===== config.mk =====
export PLATFORM = sky130hd
export DESIGN_NAME = branch_pht
export DESIGN_NICKNAME = d
export VERILOG_FILES = /design/src/rtl/branch_pht.sv
export SDC_FILE = /design/constraint.sdc
export NUM_CORES = 1
export LEC_CHECK = 0
export ABC_AREA = 0
export CELL_PAD_IN_SITES_DETAIL_PLACEMENT = 1
export CELL_PAD_IN_SITES_GLOBAL_PLACEMENT = 1
export CORE_MARGIN = 8
export CORE_UTILIZATION = 35
export CTS_CLUSTER_SIZE = 28
export DETAILED_ROUTE_END_ITERATION = 10
export GPL_TIMING_DRIVEN = 0
export PLACE_DENSITY = 0.73
export SYNTH_ARGS = -nofsm -noshare
export SYNTH_HDL_FRONTEND = slang
export SYNTH_SLANG_ARGS = --single-unit

===== constraint.sdc =====
create_clock -name clk -period 15.5 [get_ports clk]
set_input_delay 3.1 -clock clk [delete_from_list [all_inputs] [get_ports clk]]
set_output_delay 3.1 -clock clk [all_outputs]
set_load 0.01 [all_outputs]

===== src/rtl/branch_pht.sv =====
// rtl/branch_pht.sv - pattern history table of saturating counters with optional gshare hashing
module branch_pht #(
    parameter int CTR_WIDTH = 2,
    parameter int ENTRIES   = 64,
    parameter int GHIST_W   = 0,
    parameter int INIT      = 2**(CTR_WIDTH-1)-1,
    localparam int IDX_W    = $clog2(ENTRIES),
    localparam int GH_W     = (GHIST_W > 0) ? GHIST_W : 1
) (
    input  logic                 clk,
    input  logic                 rst,
    input  logic [31:0]          pred_pc,
    output logic                 pred_taken,
    output logic [IDX_W-1:0]     pred_idx,
    input  logic                 upd_valid,
    input  logic [IDX_W-1:0]     upd_idx,
    input  logic                 upd_taken,
    input  logic                 upd_pred,
    output logic [GH_W-1:0]      ghist,
    output logic [31:0]          num_branches,
    output logic [31:0]          num_mispredicts
);

    localparam logic [CTR_WIDTH-1:0] CTR_MAX  = '1;
    localparam logic [CTR_WIDTH-1:0] CTR_INIT = CTR_WIDTH'(INIT);

    logic [CTR_WIDTH-1:0] r_table [ENTRIES];
    logic [31:0]          r_num_branches;
    logic [31:0]          r_num_mispredicts;
    logic [IDX_W-1:0]     w_base;
    logic [IDX_W-1:0]     w_idx;
    logic [GH_W-1:0]      w_ghr;
    logic [CTR_WIDTH-1:0] w_cur;
    logic                 w_unused_pc;

    assign w_base      = pred_pc[IDX_W+1:2];
    assign w_unused_pc = ^{pred_pc[31:IDX_W+2], pred_pc[1:0]};

    generate
        if (GHIST_W == 0) begin : g_bimodal
            assign w_ghr = '0;
            assign w_idx = w_base;
        end else begin : g_gshare
            logic [GH_W-1:0] r_ghr;
            // History is trained only from resolved branches, newest outcome in the LSB.
            if (GHIST_W == 1) begin : g_ghr1
                always_ff @(posedge clk or posedge rst) begin
                    if (rst)
                        r_ghr <= '0;
                    else if (upd_valid)
                        r_ghr <= upd_taken;
                end
            end else begin : g_ghrn
                always_ff @(posedge clk or posedge rst) begin
                    if (rst)
                        r_ghr <= '0;
                    else if (upd_valid)
                        r_ghr <= {r_ghr[GH_W-2:0], upd_taken};
                end
            end
            assign w_ghr = r_ghr;
            assign w_idx = w_base ^ IDX_W'(r_ghr);
        end
    endgenerate

    assign w_cur = r_table[upd_idx];

    always_ff @(posedge clk or posedge rst) begin
        if (rst) begin
            for (int i = 0; i < ENTRIES; i++)
                r_table[i] <= CTR_INIT;
        end else if (upd_valid) begin
            if (upd_taken && (w_cur != CTR_MAX))
                r_table[upd_idx] <= w_cur + 1'b1;
            else if (!upd_taken && (w_cur != '0))
                r_table[upd_idx] <= w_cur - 1'b1;
        end
    end

    always_ff @(posedge clk or posedge rst) begin
        if (rst) begin
            r_num_branches    <= '0;
            r_num_mispredicts <= '0;
        end else if (upd_valid) begin
            r_num_branches <= r_num_branches + 32'd1;
            if (upd_pred != upd_taken)
                r_num_mispredicts <= r_num_mispredicts + 32'd1;
        end
    end

    // Read port has no bypass: a same-cycle update is seen on the next cycle.
    assign pred_idx        = w_idx;
    assign pred_taken      = r_table[w_idx][CTR_WIDTH-1];
    assign ghist           = w_ghr;
    assign num_branches    = r_num_branches;
    assign num_mispredicts = r_num_mispredicts;

endmodule

==> impl_metrics.yaml, run 1 <==
run_status:
  outcome: "finished clean"
sta:
  fmax_mhz: 113
  period_needed_ns: 8.82
  whs_ns: 0.471
  slew_viol_final: 0
  min_period_over_period_pct: 56.9
  skew_ns: 0.0140
  relSlewSlack_pct: 30.5
  finalHoldViolations: 0
  tightest_slew_ns: 1.04
  setup_viol_count_final: 0
  rsz0062_at_grt: "false"
  setup_tns_ns: 0
synth:
  syn_nets: 848
  async_reset_ff_share_pct: 100
  synth-seq-cells: 192
  netlist_area_mm2: 0.00975
  syn_inst: 801
  avgSynthCellArea_um2: 12.2
  synth_warnings: 0
  yosysSeqAreaShare_pct: 50.1
  synth.distinct_cells: 60
  synth_flop_cell: "dfrtp_1"
  synth_edf_count: 0
cts:
  post_cts_buffers: 0
  cts_max_path_buffers: 2
  ctsHoldBuffers: 0
  ctsResizeCount: 0
  htreeDepth: 4
  clk-insertion-delay-late_ns: 0.44
  cts_buffers: 17
  clockRootBuffer: "clkbuf_16"
  clock_sinks: 192
  clk_pin_slew_ns: 0.08
  cts_tree: "built"
global_route:
  grt_pass1_vias: 7718
  antenna_found_initial: 0
  track_usage_pct: 17.7
  grt_max_degree: 101
  grt_overflow: 0
  grt_pass1_wl_mm: 45.9
detailed_routing:
  avgViaCountPerCell: 5.44
  drt_wl_total_mm: 28.6
  wl_per_cell_um: 22.2
  met2_length_mm: 12.9
  drc: 0
  wl_met1_mm: 12.7
  wl_met3_mm: 2.36
  highest-signal-layer: "met4"
  num_vias: 7018
  dr.pass1.iters: 5
  drtIter0Drc: 460
  ant_nets: 0
setup_path:
  cp-end-kind: "output port"
  start_kind: "input port"
  critPathMaxFanout: 10
  worstPathArrival_ns: 5.72
  reg2reg_depth: 11
  critPathLaunch: "pred_pc[3]"
  crit_type: "in -> out"
  cp.required_ns: 12.40
die:
  pin_count: 115
  rows: 61
  die_area_mm2: 0.0334
  die_h_um: 183
  die_w_um: 183
  coreArea_mm2: 0.0276
  start_util_pct: 35.3
place:
  place_congestion: 0.852
  post-place-cells: 1257
  io_buffer_count: 77
  hpwlAfterDp_mm: 20.1
layout:
  nets: 945
  final_common_cell: "mux2_2"
  area_growth_pct: 19.3
  layout_common_cells: "132 x mux2_2, 128 x dfrtp_1, 89 x nor2_1, 77 x clkdlybuf4s50_1, 64 x dfstp_2"
  final_cell_count_no_fill: 1289
  antenna_cells: 0
  drive_above_1_share_pct: 30.7
min_path:
  hold_class: "reg -> reg"
  worst_hold_path.num_cells: 1
  holdCritStartpoint: "num_branches[31]"
flow_run:
  maxCapViolCount: 0
power:
  p_leak_nw: 4.82
  powerDensity_mw_per_mm2: 117
  ir_drop_v: 0.0000738
[cell usage after synthesis (5+ instances only)]
| library cell | number | area (µm²) |
|---|---|---|
| nand2b_1 | 6 | 37.5 |
| nand2_1 | 37 | 139 |
| mux4_2 | 29 | 653 |
| xnor2_1 | 43 | 377 |
| o22ai_1 | 6 | 37.5 |
| clkbuf_1 | 31 | 116 |
| mux2i_1 | 18 | 180 |
| nand3_1 | 31 | 155 |
| a221o_1 | 9 | 90.1 |
| nor2b_1 | 5 | 31.3 |
| mux2_2 | 132 | 1490 |
| nor2_1 | 89 | 334 |
| inv_1 | 10 | 37.5 |
| dfstp_2 | 64 | 1680 |
| nand3b_1 | 6 | 45.0 |
| nor3b_1 | 7 | 52.6 |
| buf_4 | 8 | 60.1 |
| xor2_1 | 21 | 184 |
| a21oi_1 | 5 | 25.0 |
| dfrtp_1 | 128 | 3200 |
| o21ai_0 | 6 | 30.0 |
| and3_1 | 21 | 131 |
| nand4_1 | 15 | 93.8 |
| nor3_1 | 7 | 35.0 |
[layer usage]
metal / track usage [%] / vias to the layer above
met1: 23.0 / 3653
met5: 0 / -
met3: 6.19 / 48
met4: 5.92 / 0
li1: - / 3066
met2: 27.2 / 251
[cell families after synthesis]
family / count (synthesis) / share of synthesized area [%]
simple gates: 247 / 12.6
fa+ha+maj: 4 / 0.513
compound gates: 53 / 4.20
mux: 181 / 24.1
other cells: 1 / 0.0385
flops: 192 / 50.1
buf+inv: 59 / 2.71
xor+xnor: 64 / 5.75
[power by group]
| group | switching (mW) | leakage (nW) | total (mW) | internal, mW |
|---|---|---|---|---|
| sequential | 0.0596 | 2.39 | 0.648 | 0.588 |
| combinational | 0.128 | 2.14 | 0.259 | 0.130 |
| clock | 0.234 | 0.297 | 0.455 | 0.221 |
[final timing paths]
kind                       slack, ns          endpoint
setup / recovery                6.68        pred_taken
max in group asynchronous      11.34         async pin
setup reg to reg               10.78       r_table[77]
hold reg to reg                 0.47  num_branches[31]
min in group asynchronous       3.17  num_branches[22]
hold / removal                  0.47  num_branches[31]
[through the flow]
| stage | cell area [µm²] | power [mW] | util [%] | worst slack (ns) |
|---|---|---|---|---|
| 6_report | 11600 | 1.36 | 42.1 | 6.68 |
| 5_1_grt | 11600 | 1.42 | 42.1 | 6.49 |
| 4_1_cts | 11600 | 1.37 | 42.1 | 6.64 |
| 3_5_place_dp | 11000 | 0.913 | 39.9 | 6.66 |
| 3_3_place_gp | 11000 | 0.900 | 39.8 | 4.51 |
| 2_1_floorplan | 9750 | 0.800 | - | 7.28 |
[area by class of cell]
cell class,instances,area (µm²)
Sequential cell,192,4880
Tap cell,378,473
Clock inverter,15,179
Multi-Input combinational cell,550,4600
Fill cell,2974,16000
Inverter,11,48.8
Buffer,48,223
Clock buffer,17,425
Timing Repair Buffer,78,798
[worst max-delay path, stage by stage]
cell and delay, ns:
clkbuf_1 0.51, buf_2 0.46, mux4_2 0.57, a311oi_1 0.29
a31oi_1 0.14, o311a_1 0.15, clkdlybuf4s50_1 0.49
(Power assumes the default switching activity.)
==> inputs of run 2 (changes only) <==
Clock period 15.5 ns to 8.4 ns, I/O delays scaled along.
==> results of run 2 <==
The final DEF is identical to that of run 1. Status: finished clean.
Among the figures that moved: setup slack after placement 6.66 ns -> 1.52 ns; setup slack after layout 6.68 ns -> 1.90 ns; start point of the critical path pred_pc[3] -> upd_idx[0]; end point of the critical path pred_taken -> r_table[77]; register-to-register setup slack 10.78 ns -> 3.68 ns; total power 1.36 mW -> 2.51 mW; worst IR drop on VDD 0.0000738 V -> 0.000136 V
==> inputs of run 3 (changes only) <==
Settings changed: PLACE_DENSITY 0.73 to 0.76.
Clock period 8.4 ns to 5.8 ns, I/O delays scaled along.
==> impl_metrics.yaml, run 3 (same netlist as run 1, synthesis figures left out) <==
cts:
  clk-insertion-delay-late_ns: 0.45
  clock_sinks: 192
  cts_tree: "built"
  ctsHoldBuffers: 0
  cts_max_path_buffers: 2
  clk_pin_slew_ns: 0.08
  cts_buffers: 17
  clockRootBuffer: "clkbuf_16"
  htreeDepth: 4
place:
  io_buffer_count: 77
  place_congestion: 0.873
  pre_cts_ws_ns: -0.588
  hpwlAfterDp_mm: 20.3
  post-place-cells: 1260
die:
  die_w_um: 183
  coreArea_mm2: 0.0276
  die_h_um: 183
  die_area_mm2: 0.0334
  pin_count: 115
  rows: 61
  start_util_pct: 35.3
layout:
  antenna_cells: 0
  nets: 950
  area_growth_pct: 19.7
  drive_above_1_share_pct: 31.3
  fin_util_pct: 42.2
  layout_common_cells: "132 x mux2_2, 128 x dfrtp_1, 89 x nor2_1, 77 x clkdlybuf4s50_1, 64 x dfstp_2"
  final_common_cell: "mux2_2"
  final_cell_count_no_fill: 1294
flow_run:
  maxCapViolCount: 0
setup_path:
  start_kind: "input port"
  critPathMaxFanout: 10
  slowest_stage: "clkbuf_1"
  crit_type: "in -> reg"
  cp_num_buf_inv: 3
  cp.required_ns: 6.12
  slowest_delay_ns: 0.56
  cp_cell_sequence: "buf_2, buf_2, clkbuf_1, mux4_2, a32o_1, a2111oi_0, nand3_1, ha_1, mux2_2, nor3b_1, nand2_1, nor2_1, mux2_2"
  path_delay_family: "simple AND/OR/NAND/NOR gates"
  cp-end-kind: "flip-flop"
  critPathLaunch: "upd_idx[2]"
  worstPathArrival_ns: 6.12
power:
  ir_drop_v: 0.000214
  p_sw_share_pct: 30.5
  p_sw_mw: 1.10
  powerDensity_mw_per_mm2: 308
  clkPwrFrac_pct: 32.5
  seqPwrFrac_pct: 48.2
  p_leak_nw: 4.83
  combPwrFrac_pct: 19.2
  p_int_mw: 2.50
min_path:
  hold_class: "reg -> reg"
  holdCritStartpoint: "num_mispredicts[31]"
detailed_routing:
  wl_per_cell_um: 22.1
  ant_nets: 0
  drt_wl_total_mm: 28.6
  num_vias: 7122
  dr.pass1.iters: 5
  avgViaCountPerCell: 5.50
  drc: 0
  drtIter0Drc: 505
global_route:
  grt_pass1_vias: 7765
  grt_pass1_wl_mm: 45.7
  grt_overflow: 0
  track_usage_pct: 17.6
  antenna_found_initial: 0
  grt_max_degree: 44
sta:
  worst_slack_ns: 0.00439
  slew_viol_final: 0
  whs_ns: 0.482
  period_needed_ns: 5.80
  skew_ns: 0.0120
  fmax_mhz: 173
  setup_tns_ns: 0
  finalHoldViolations: 0
  tightest_slew_ns: 1.03
  setup_viol_count_final: 0
  min_period_over_period_pct: 99.9
  rsz0062_at_grt: "true"
  relSlewSlack_pct: 30.7
run_status:
  outcome: "finished clean"
[run 3: cell types whose count changed in the layout (fill, tap and decap cells not counted), sizes merged]
cell and change:
clkinv -1, inv -3, clkinvlp +3, clkbuf +1
buf +5
[run 3: path summary, 6_finish.rpt]
kind	depth (start not counted)	endpoint	slack, ns
min in group asynchronous	2	num_mispredicts[11]	1.21
min reg2reg	1	num_mispredicts[31]	0.48
max	13	r_table[93]	0.004
max in group asynchronous	4	async pin	3.54
min	1	num_mispredicts[31]	0.48
max reg2reg	12	r_table[93]	1.28
[run 3: what timing repair did]
item | 4_1_cts | 5_1_grt
pin swaps | 1 | 0
buffers inserted | 2 | 0
gates resized for setup | 1 | 3
endpoints found under the setup margin | 106 | 121
[run 3: power groups by stage]
stage | Combinational (mW) | Sequential, mW | Clock (mW)
after floorplan | 0.426 | 1.71 | 0
after global placement | 0.662 | 1.74 | 0
after detailed placement | 0.686 | 1.75 | 0
after CTS | 0.693 | 1.73 | 1.20
after global routing | 0.751 | 1.76 | 1.25
final | 0.692 | 1.74 | 1.17
[run 3: stage by stage]
step / area, µm² / total power, mW
after global placement: 11000 / 2.40
final: 11700 / 3.60
after CTS: 11700 / 3.62
after floorplan: 9750 / 2.14
after detailed placement: 11100 / 2.44
after global routing: 11700 / 3.76
[run 3: metal layers]
| layer | wire length [µm] | vias to the layer above | global-route usage (%) |
|---|---|---|---|
| met5 | 0 | - | 0 |
| met4 | 777 | 0 | 6.02 |
| met3 | 2410 | 56 | 5.84 |
| met2 | 12700 | 289 | 26.7 |
| met1 | 12700 | 3694 | 23.4 |
| li1 | - | 3083 | - |
[run 3: final cells by class]
| type | count | area (µm²) |
|---|---|---|
| fill | 3023 | 16000 |
| sequential | 192 | 4880 |
| multi-input combinational | 550 | 4600 |
| timing repair buffer | 83 | 866 |
| tap | 378 | 473 |
| clock buffer | 18 | 429 |
| buffer | 48 | 224 |
| clock inverter | 14 | 148 |
| inverter | 11 | 46.3 |
